## src/rtl/e_door_ctrl_pkg.sv

```systemverilog
// Purpose: shared elevator door types and feedback patterns.
// Latency: n/a (types and constants only).
// Backpressure: n/a.
// Used by the door controller, the door animation block and the car controller.
package e_door_ctrl_pkg;

  // Door sequencer states.
  typedef enum logic [1:0] {
    CLOSED     = 2'd0,
    OPENING    = 2'd1,
    OPEN_DWELL = 2'd2,
    CLOSING    = 2'd3
  } door_state_t;

  // Animation bar end points; every other bar value means "moving".
  localparam logic [3:0] DOOR_OPEN_PAT   = 4'b0000;
  localparam logic [3:0] DOOR_CLOSED_PAT = 4'b1111;

endpackage

```

## src/rtl/e_dwell_timer.sv

```systemverilog
// Purpose: open-door dwell counter: load DWELL, count down, flag the last cycle.
// Latency: load/decrement take effect on the next clk edge; expire is combinational from the count.
// Backpressure: none; load has priority over dec, and the count never drops below 1 once loaded.
// Ports:
//   clk, rst_n  - clock and synchronous active-low reset (count cleared to 0)
//   load        - reload the count with DWELL
//   dec         - decrement by one (held at 1, never wraps)
//   expire      - count == 1, i.e. this is the last dwell cycle
module e_dwell_timer #(
  parameter int CNT_W = 8,
  parameter int DWELL = 8
) (
  input  logic clk,
  input  logic rst_n,
  input  logic load,
  input  logic dec,
  output logic expire
);

  localparam logic [CNT_W-1:0] DWELL_V = CNT_W'(DWELL);
  localparam logic [CNT_W-1:0] ONE     = CNT_W'(1);

  logic [CNT_W-1:0] cnt;

  always_ff @(posedge clk) begin
    if (!rst_n) begin
      cnt <= '0;
    end else if (load) begin
      cnt <= DWELL_V;
    end else if (dec && (cnt > ONE)) begin
      cnt <= cnt - ONE;
    end
  end

  assign expire = (cnt == ONE);

endmodule

```

## src/rtl/e_door_ctrl.sv

```systemverilog
// Purpose: door command sequencer driving the one-hot dO/dC commands into the door animation.
// Latency: outputs are registers loaded with the decode of the next state, 1 cycle after the triggering input.
// Backpressure: none; a stuck feedback bar simply holds OPENING/CLOSING, with no timeout here.
// Ports:
//   clk, rst_n            - clock and synchronous active-low reset (forces CLOSING)
//   arrive                - 1-cycle pulse, car stopped at a served floor (ignored unless CLOSED)
//   open_btn, close_btn   - door open / close requests (levels)
//   obstruct              - door-edge obstruction sensor (level)
//   door[3:0]             - animation feedback bar, 0000 = open, 1111 = closed
//   dO, dC                - open / close step commands, never high together
//   door_busy             - door not in CLOSED, car motion inhibited
//   door_closed           - CLOSED with the bar reading fully closed
module e_door_ctrl
  import e_door_ctrl_pkg::*;
#(
  parameter int DWELL = 8,
  parameter int CNT_W = 8
) (
  input  logic       clk,
  input  logic       rst_n,
  input  logic       arrive,
  input  logic       open_btn,
  input  logic       close_btn,
  input  logic       obstruct,
  input  logic [3:0] door,
  output logic       dO,
  output logic       dC,
  output logic       door_busy,
  output logic       door_closed
);

  door_state_t state;
  door_state_t state_nxt;

  logic tmr_load;
  logic tmr_dec;
  logic tmr_expire;

  logic at_open;
  logic at_closed;
  logic reopen;

  assign at_open   = (door == DOOR_OPEN_PAT);
  assign at_closed = (door == DOOR_CLOSED_PAT);
  assign reopen    = obstruct | open_btn;

  e_dwell_timer #(
    .CNT_W (CNT_W),
    .DWELL (DWELL)
  ) u_dwell (
    .clk    (clk),
    .rst_n  (rst_n),
    .load   (tmr_load),
    .dec    (tmr_dec),
    .expire (tmr_expire)
  );

  always_comb begin
    state_nxt = state;
    tmr_load  = 1'b0;
    tmr_dec   = 1'b0;
    unique case (state)
      CLOSED: begin
        // obstruct alone must not open a closed door
        if (arrive || open_btn) begin
          state_nxt = OPENING;
        end
      end
      OPENING: begin
        // an open in progress cannot be cancelled; only the end point matters
        if (at_open) begin
          state_nxt = OPEN_DWELL;
          tmr_load  = 1'b1;
        end
      end
      OPEN_DWELL: begin
        // obstruct and open_btn both restart the dwell and beat close_btn
        if (reopen) begin
          tmr_load = 1'b1;
        end else if (close_btn || tmr_expire) begin
          state_nxt = CLOSING;
        end else begin
          tmr_dec = 1'b1;
        end
      end
      CLOSING: begin
        // re-open beats reaching the closed end point in the same cycle
        if (reopen) begin
          state_nxt = OPENING;
        end else if (at_closed) begin
          state_nxt = CLOSED;
        end
      end
      default: begin
        state_nxt = CLOSING;
      end
    endcase
  end

  // Outputs are a registered decode of state_nxt, so they change on the same
  // edge as the state; dO and dC come from distinct states and cannot overlap.
  always_ff @(posedge clk) begin
    if (!rst_n) begin
      state       <= CLOSING;
      dO          <= 1'b0;
      dC          <= 1'b0;
      door_busy   <= 1'b1;
      door_closed <= 1'b0;
    end else begin
      state       <= state_nxt;
      dO          <= (state_nxt == OPENING);
      dC          <= (state_nxt == CLOSING);
      door_busy   <= (state_nxt != CLOSED);
      door_closed <= (state_nxt == CLOSED) && at_closed;
    end
  end

endmodule

```

## config.mk

```make
export PLATFORM = sky130hd
export DESIGN_NAME = e_door_ctrl
export DESIGN_NICKNAME = d
export VERILOG_FILES = /design/src/rtl/e_door_ctrl_pkg.sv /design/src/rtl/e_dwell_timer.sv /design/src/rtl/e_door_ctrl.sv
export SDC_FILE = /design/constraint.sdc
export NUM_CORES = 1
export LEC_CHECK = 0
export CORE_UTILIZATION = 35
export CTS_CLUSTER_DIAMETER = 100
export DETAILED_ROUTE_END_ITERATION = 10
export PLACE_DENSITY = 0.67
export SLEW_MARGIN = 20
export SYNTH_ARGS = -nofsm -noshare
export SYNTH_HDL_FRONTEND = slang
export SYNTH_SLANG_ARGS = --single-unit
```

## constraint.sdc

```tcl
create_clock -name clk -period 2.6 [get_ports clk]
set_clock_uncertainty 0.05 [all_clocks]
set_input_delay 0.78 -clock clk [delete_from_list [all_inputs] [get_ports clk]]
set_output_delay 0.78 -clock clk [all_outputs]
set_load 0.03 [all_outputs]
```

==> summary.md <==
| Metric | Value |
|---|---|
| YS warnings | `0` |
| CTS tree | `built` |
| Complex-gate fraction of the synthesized area | `between 10% and 20%` |
| Syn Area/Cell | `8.80 um^2` |
| CTS H-tree lvls | `1` |
| CP required | `roughly 2.8 ns` |
| Routed len/inst | `11.0 um` |
| Crit path capture type | `flip-flop` |
| Remaining global-route overflow | `0` |
| Vias in the first global route | `about 660` |
| Layout cells sized above 1 | `10.5%` |
| Dominant cells by area after synthesis | `dfxtp_1, ha_1, nor2_1` |
| Final HPWL DP | `around 1100 um` |
| Largest family of logic cells by synthesized area | `simple AND/OR/NAND/NOR gates` |
| Post-synth top cells | `dfxtp_1, nor2_1, nand2_1` |
| Fillcell total | `~190` |
| Ant diodes | `0` |
| Gr usage total | `~15%` |
| Rel. slew slack | `between 70% and 80%` |
| First-pass GRT wire length | `approximately 2700 um` |
| Critical Path Fanout Max | `5` |
| Post-route ant nets | `0` |
| PwrDens | `around 660 nW/um^2` |
| Wire length on met3 | `approximately 35 um` |
| Dpl cell area | `947 um^2` |
| Post-Synth XOR/XNOR Area | `under 10%` |
| Crit share post-route | `88.8%` |
| Met1 wire length | `around 700 um` |
| Slew Limit Fails | `0` |
| Status | `completed` |
| Worst Hold Depth | `2` |
| Vias per cell | `around 4.9` |
| Critical R2R Capture | `u_dwell.cnt[6]` |
| CTS Sinks | `14` |
| Routed length on met2 | `around 670 um` |
| Post-layout nets | `123` |
| Lkg Pwr | `between 0.3 and 0.4 nW` |
| Post-synth EDFFs | `0` |
| HP Start | `u_dwell.cnt[2]` |
| WL final | `1450 um` |
| Startpoint types | `input pin` |
| Adder-cell share of the synthesized area | `under 10%` |
| Largest net degree at the start of global routing | `8` |
| Ports | `14` |
| # rows | `16` |
| Area Growth Syn to Fin | `28.1%` |
| Port buffer count | `13` |
| Worst path arrival time | `2.46 ns` |
| CTS buffer count | `3` |
| Count of maximum capacitance violations | `0` |
| Die Y | `48.5 um` |
| Worst Reg-to-Reg Cells | `6` |
| Reg area | `280 um^2` |
| Vias | `roughly 650` |
| Setup CP Type | `in -> reg` |
| Resize count post-CTS | `0` |
| Worst-case clock buffer depth | `2` |
| Final setup violation count | `0` |
| Die Wd | `approximately 49 um` |
| Worst Hold End | `u_dwell.cnt[2]` |
| Hold_buf cts | `0` |
| Post-Syn Instances | `86` |
| Final TNS setup | `0 ns` |
| Seq cells post-synth | `14` |
| Post-synthesis cell area | `757 um^2` |
| Fin Hold WS | `between 0.4 and 0.5 ns` |
| Hold WC Path Type | `reg -> reg` |
| Mux cell area share after synthesis | `0%` |
| DRT Pass-1 Iters | `4` |
| Largest area contributor in the netlist | `dfxtp_1` |
| Maximum vdd ir drop | `about 0.35 mV` |
| Clock root buffer | `clkbuf_4` |
| Skew-Pair Late Insertion Delay | `roughly 0.27 ns` |
| Synth unique cells | `31` |
| Share of the synthesized area in the top cell type | `37.0%` |
| Gpl congestion | `between 0.7 and 0.8` |
| # DRC | `0` |
| Postcts setup bufs | `0` |
| Sequential area share after synthesis | `between 30% and 40%` |
| CP Launch Point | `door[0]` |
| Die ar. | `approximately 2400 um^2` |
| Syn nets | `slightly above 100` |
| Initial antenna violation count | `0` |
| Reg clk slew, reported paths | `around 0.070 ns` |
| Top sig layer | `met4` |
| Main flop type after synthesis | `dfxtp_1` |
| Post-Synth Simple-Gate Area | `a little over a quarter` |
| Worst slew pin tran | `around 0.36 ns` |
| RSZ-0062 raised after global routing | `no` |
| R2r setup slk | `between 0.6 and 0.7 ns` |
| Final Hold Fails | `0` |
| Multi-input gate area | `around 450 um^2` |
| Initial DRC count | `8` |
| Async set-reset flop share out of synthesis | `0%` |
| Tot Pwr | `approximately 0.00064 W` |
| Count leader, synth | `dfxtp_1` |
| Tmin final | `2.31 ns` |
| Max Fclk | `approximately 430 MHz` |
| Worst flop-to-flop path startpoint | `state[1]` |
| Starting density of the core | `a little under two fifths` |
| Core area | `roughly 2000 um^2` |
| Fin area | `slightly below 1000 um^2` |
==> how the worst max path moves through the flow <==
stage | end | slack (ns)
after floorplan | u_dwell.cnt[6] | 0.51
after global routing | door_closed | 0.05
after CTS | door_closed | 0.29
after global placement | door_closed | 0.05
final | door_closed | 0.29
after detailed placement | door_closed | -0.0003
==> metrics by stage <==
step / setup slack (ns) / util [%] / std cells
floorplan: 0.506 / - / 86
global placement: 0.0521 / 47.3 / 129
detailed placement: -0.000316 / 47.3 / 129
CTS: 0.288 / 48.4 / 132
global route: 0.0514 / 48.4 / 132
finish: 0.292 / 48.4 / 132
==> cell families (layout without fill, tap and decap cells) <==
| logic type | after synthesis | after routing |
|---|---|---|
| AOI/OAI and AO/OA | 16 | 16 |
| and+or+nand+nor | 38 | 38 |
| xor gates and xnor gates | 6 | 6 |
| DFF | 14 | 14 |
| buffers and inverters | 6 | 25 |
| adders and majority gates | 6 | 6 |
==> state kept, by name (all words and copies together) (netlist names) <==
signal       cells
state            2
door_busy        1
dC               1
u_dwell.cnt      8
dO               1
door_closed      1
==> cells in the final DEF, fill, tap and decap left out, drive strengths merged, types with 4 or more instances in the layout <==
| cell type | netlist | final |
|---|---|---|
| dfxtp | 14 | 14 |
| inv | 5 | 5 |
| buf | 0 | 4 |
| clkdlybuf4s50 | 0 | 13 |
| ha | 6 | 6 |
| nand2 | 8 | 8 |
| nor2 | 13 | 13 |
==> where the power goes <==
group	internal, W	switching [W]
clock	0.0000536	0.0000601
combinational	0.000123	0.000138
sequential	0.000246	0.0000218
==> area by class of cell <==
type                       count  area share [%]
tap                           27            3.48
timing repair buffer          17            16.5
inverter                       5            1.94
clock buffer                   3            2.32
multi-input combinational     66            46.8
sequential                    14            28.9
==> critical path: stages <==
cell             delay (ns)
clkdlybuf4s50_1        0.42
nor4_1                 0.36
nor2b_1                0.08
a2111oi_0              0.38
o22a_1                 0.25
nor3b_1                0.18
==> per-layer routing <==
| metal | up-vias | track usage (%) |
|---|---|---|
| li1 | 344 | - |
| met2 | 8 | 23.9 |
| met4 | 0 | 11.8 |
| met5 | - | 0 |
| met3 | 4 | 2.83 |
| met1 | 290 | 18.7 |
No activity file was read; power rests on OpenSTA's default activity.
==> patch, RTL diff (same flow settings) <==
Add an input register stage for `close_btn`, with the module's reset; this delays it by one clock. The other inputs are not delayed to match.
--- a/src/rtl/e_door_ctrl.sv
+++ b/src/rtl/e_door_ctrl.sv
@@ -29,4 +29,14 @@
   output logic       door_closed
 );
+
+  logic close_btn_q;
+
+  always_ff @(posedge clk) begin
+    if (!rst_n) begin
+      close_btn_q <= '0;
+    end else begin
+      close_btn_q <= close_btn;
+    end
+  end
 
   door_state_t state;
@@ -78,5 +88,5 @@
         if (reopen) begin
           tmr_load = 1'b1;
-        end else if (close_btn || tmr_expire) begin
+        end else if (close_btn_q || tmr_expire) begin
           state_nxt = CLOSING;
         end else begin
Formal check against the unedited RTL: not equivalent (Yosys sat finds a counterexample within 4 cycles, from zero or initial values and one cycle with rst_n low).
==> patch against the original RTL <==
Worst setup slack better by 0.060 ns; sequential cell count increased by 1; area after synthesis rose by 3.1%; power up 12%; routed wire length is the same; via count increased by 1.1%; register-to-register slack worse by 0.07 ns; design area is 1.8% higher; fmax rose by 2.7%; sequential share of layout area is 1.5 points higher; non-clock buffer count decreased by 2; critical path type unchanged.
==> patch: results (changes against the original RTL) <==
| Metric | Value |
|---|---|
| Placer Congestion | `0.7635 (-2.3%)` |
| Leakage component of the power | `0.3604 nW (-1.7%)` |
| Layout cell share with drive strength beyond 1 | `12.50% (+2.0 points)` |
| Core Area | `2022 sq um (+1.0%)` |
| Router iterations before antenna repair | `6 (+2)` |
| Sequential element share of the synthesized area | `38.46% (+1.4 points)` |
| Inverters excl. clock | `4 (-1)` |
| Fraction of area in non-clock buffers | `14.70% (-1.8 points)` |
| HPWL after detailed placement | `1125 um (about the same)` |
| Layout overhead on the synthesized area | `26.44%` |
| Nets in the synthesized netlist | `101 (-0.98%)` |
| Cell types occupying the most area after synthesis | `sky130_fd_sc_hd__dfxtp_1 (38%), sky130_fd_sc_hd__ha_1 (9.6%), sky130_fd_sc_hd__nor2_1 (7.2%)` |
| Number of global-route vias before repair | `642 (-2.9%)` |
| Number of vias per cell | `4.985 (+1.9%)` |
| Run status | `finished, final reports clean` |
| Average routed wire per standard cell | `11.05 um (+0.76%)` |
| Normalized max-slew margin | `65.73% (-9.4 points)` |
| Count of distinct cell types in the synthesized netlist | `30 (-3.2%)` |
| Number of design-rule violations left by the first detailed-router iteration | `14 (+6)` |
| Yosys synthesis warning count | `0 (unchanged)` |
| List of most frequent post-synthesis cells | `sky130_fd_sc_hd__dfxtp_1 (15), sky130_fd_sc_hd__nor2_1 (15), sky130_fd_sc_hd__ha_1 (6), sky130_fd_sc_hd__nand2_1 (6), sky130_fd_sc_hd__xor2_1 (6)` |
| Number of flip-flops and latches in the synthesized netlist | `15 (+1)` |
| Peak supply drop | `0.3889 mV (+10%)` |
| Fraction of area in multi-input gates | `47.15% (+0.31 points)` |
| Area post-placement | `959.7 sq um (+1.3%)` |
| Worst slack after detailed placement | `0.08021 ns (+0.08053 ns)` |
| FF/Latch Area | `300.3 sq um (+7.1%)` |
| First-pass GRT wire length | `2566 um (-5.6%)` |
[patch: cell types whose count changed after synthesis, sizes merged, moves of 2 or more]
cell and delta:
xor2 +3, a32oi +2, nor2 +2, xnor2 -2
o21ai -2, nand2 -2, nand4 +3
[patch: power groups by stage]
stage               clock network [mW]  logic [mW]  registers [mW]
floorplan                            0       0.179           0.326
CTS                              0.132       0.300           0.293
global placement                     0       0.295           0.297
detailed placement                   0       0.297           0.299
global route                     0.147       0.328           0.300
finish                           0.125       0.302           0.293
[patch: routing by layer]
metal / GRT usage, % / up-vias / routed length, um
met5: 0 / - / 0
met4: 6.863 / 0 / 15
met3: 2.181 / 4 / 51
met2: 21.69 / 12 / 644
met1: 17.70 / 296 / 736
li1: - / 341 / -
[patch: path summary, 6_finish.rpt]
kind                   from        endpoint  slack [ns]  cells after the start
max                 door[0]     door_closed        0.35                      6
min          u_dwell.cnt[1]  u_dwell.cnt[1]        0.48                      2
max reg2reg        state[1]  u_dwell.cnt[7]        0.61                      6
min reg2reg  u_dwell.cnt[1]  u_dwell.cnt[1]        0.48                      2
[patch: through the flow]
| step | total power, mW | cells |
|---|---|---|
| 2_1_floorplan | 0.5041 | 85 |
| 3_3_place_gp | 0.5919 | 127 |
| 3_5_place_dp | 0.5964 | 127 |
| 4_1_cts | 0.7245 | 131 |
| 5_1_grt | 0.7744 | 131 |
| 6_report | 0.7203 | 131 |
[patch: cell families after synthesis]
kind of cell | after synthesis | synth area share (%)
and+or+nand+nor | 40 | 27.40
DFF | 15 | 38.46
AOI/OAI and AO/OA | 13 | 14.74
xor gates and xnor gates | 7 | 7.853
adders and majority gates | 6 | 9.615
buffers and inverters | 4 | 1.923
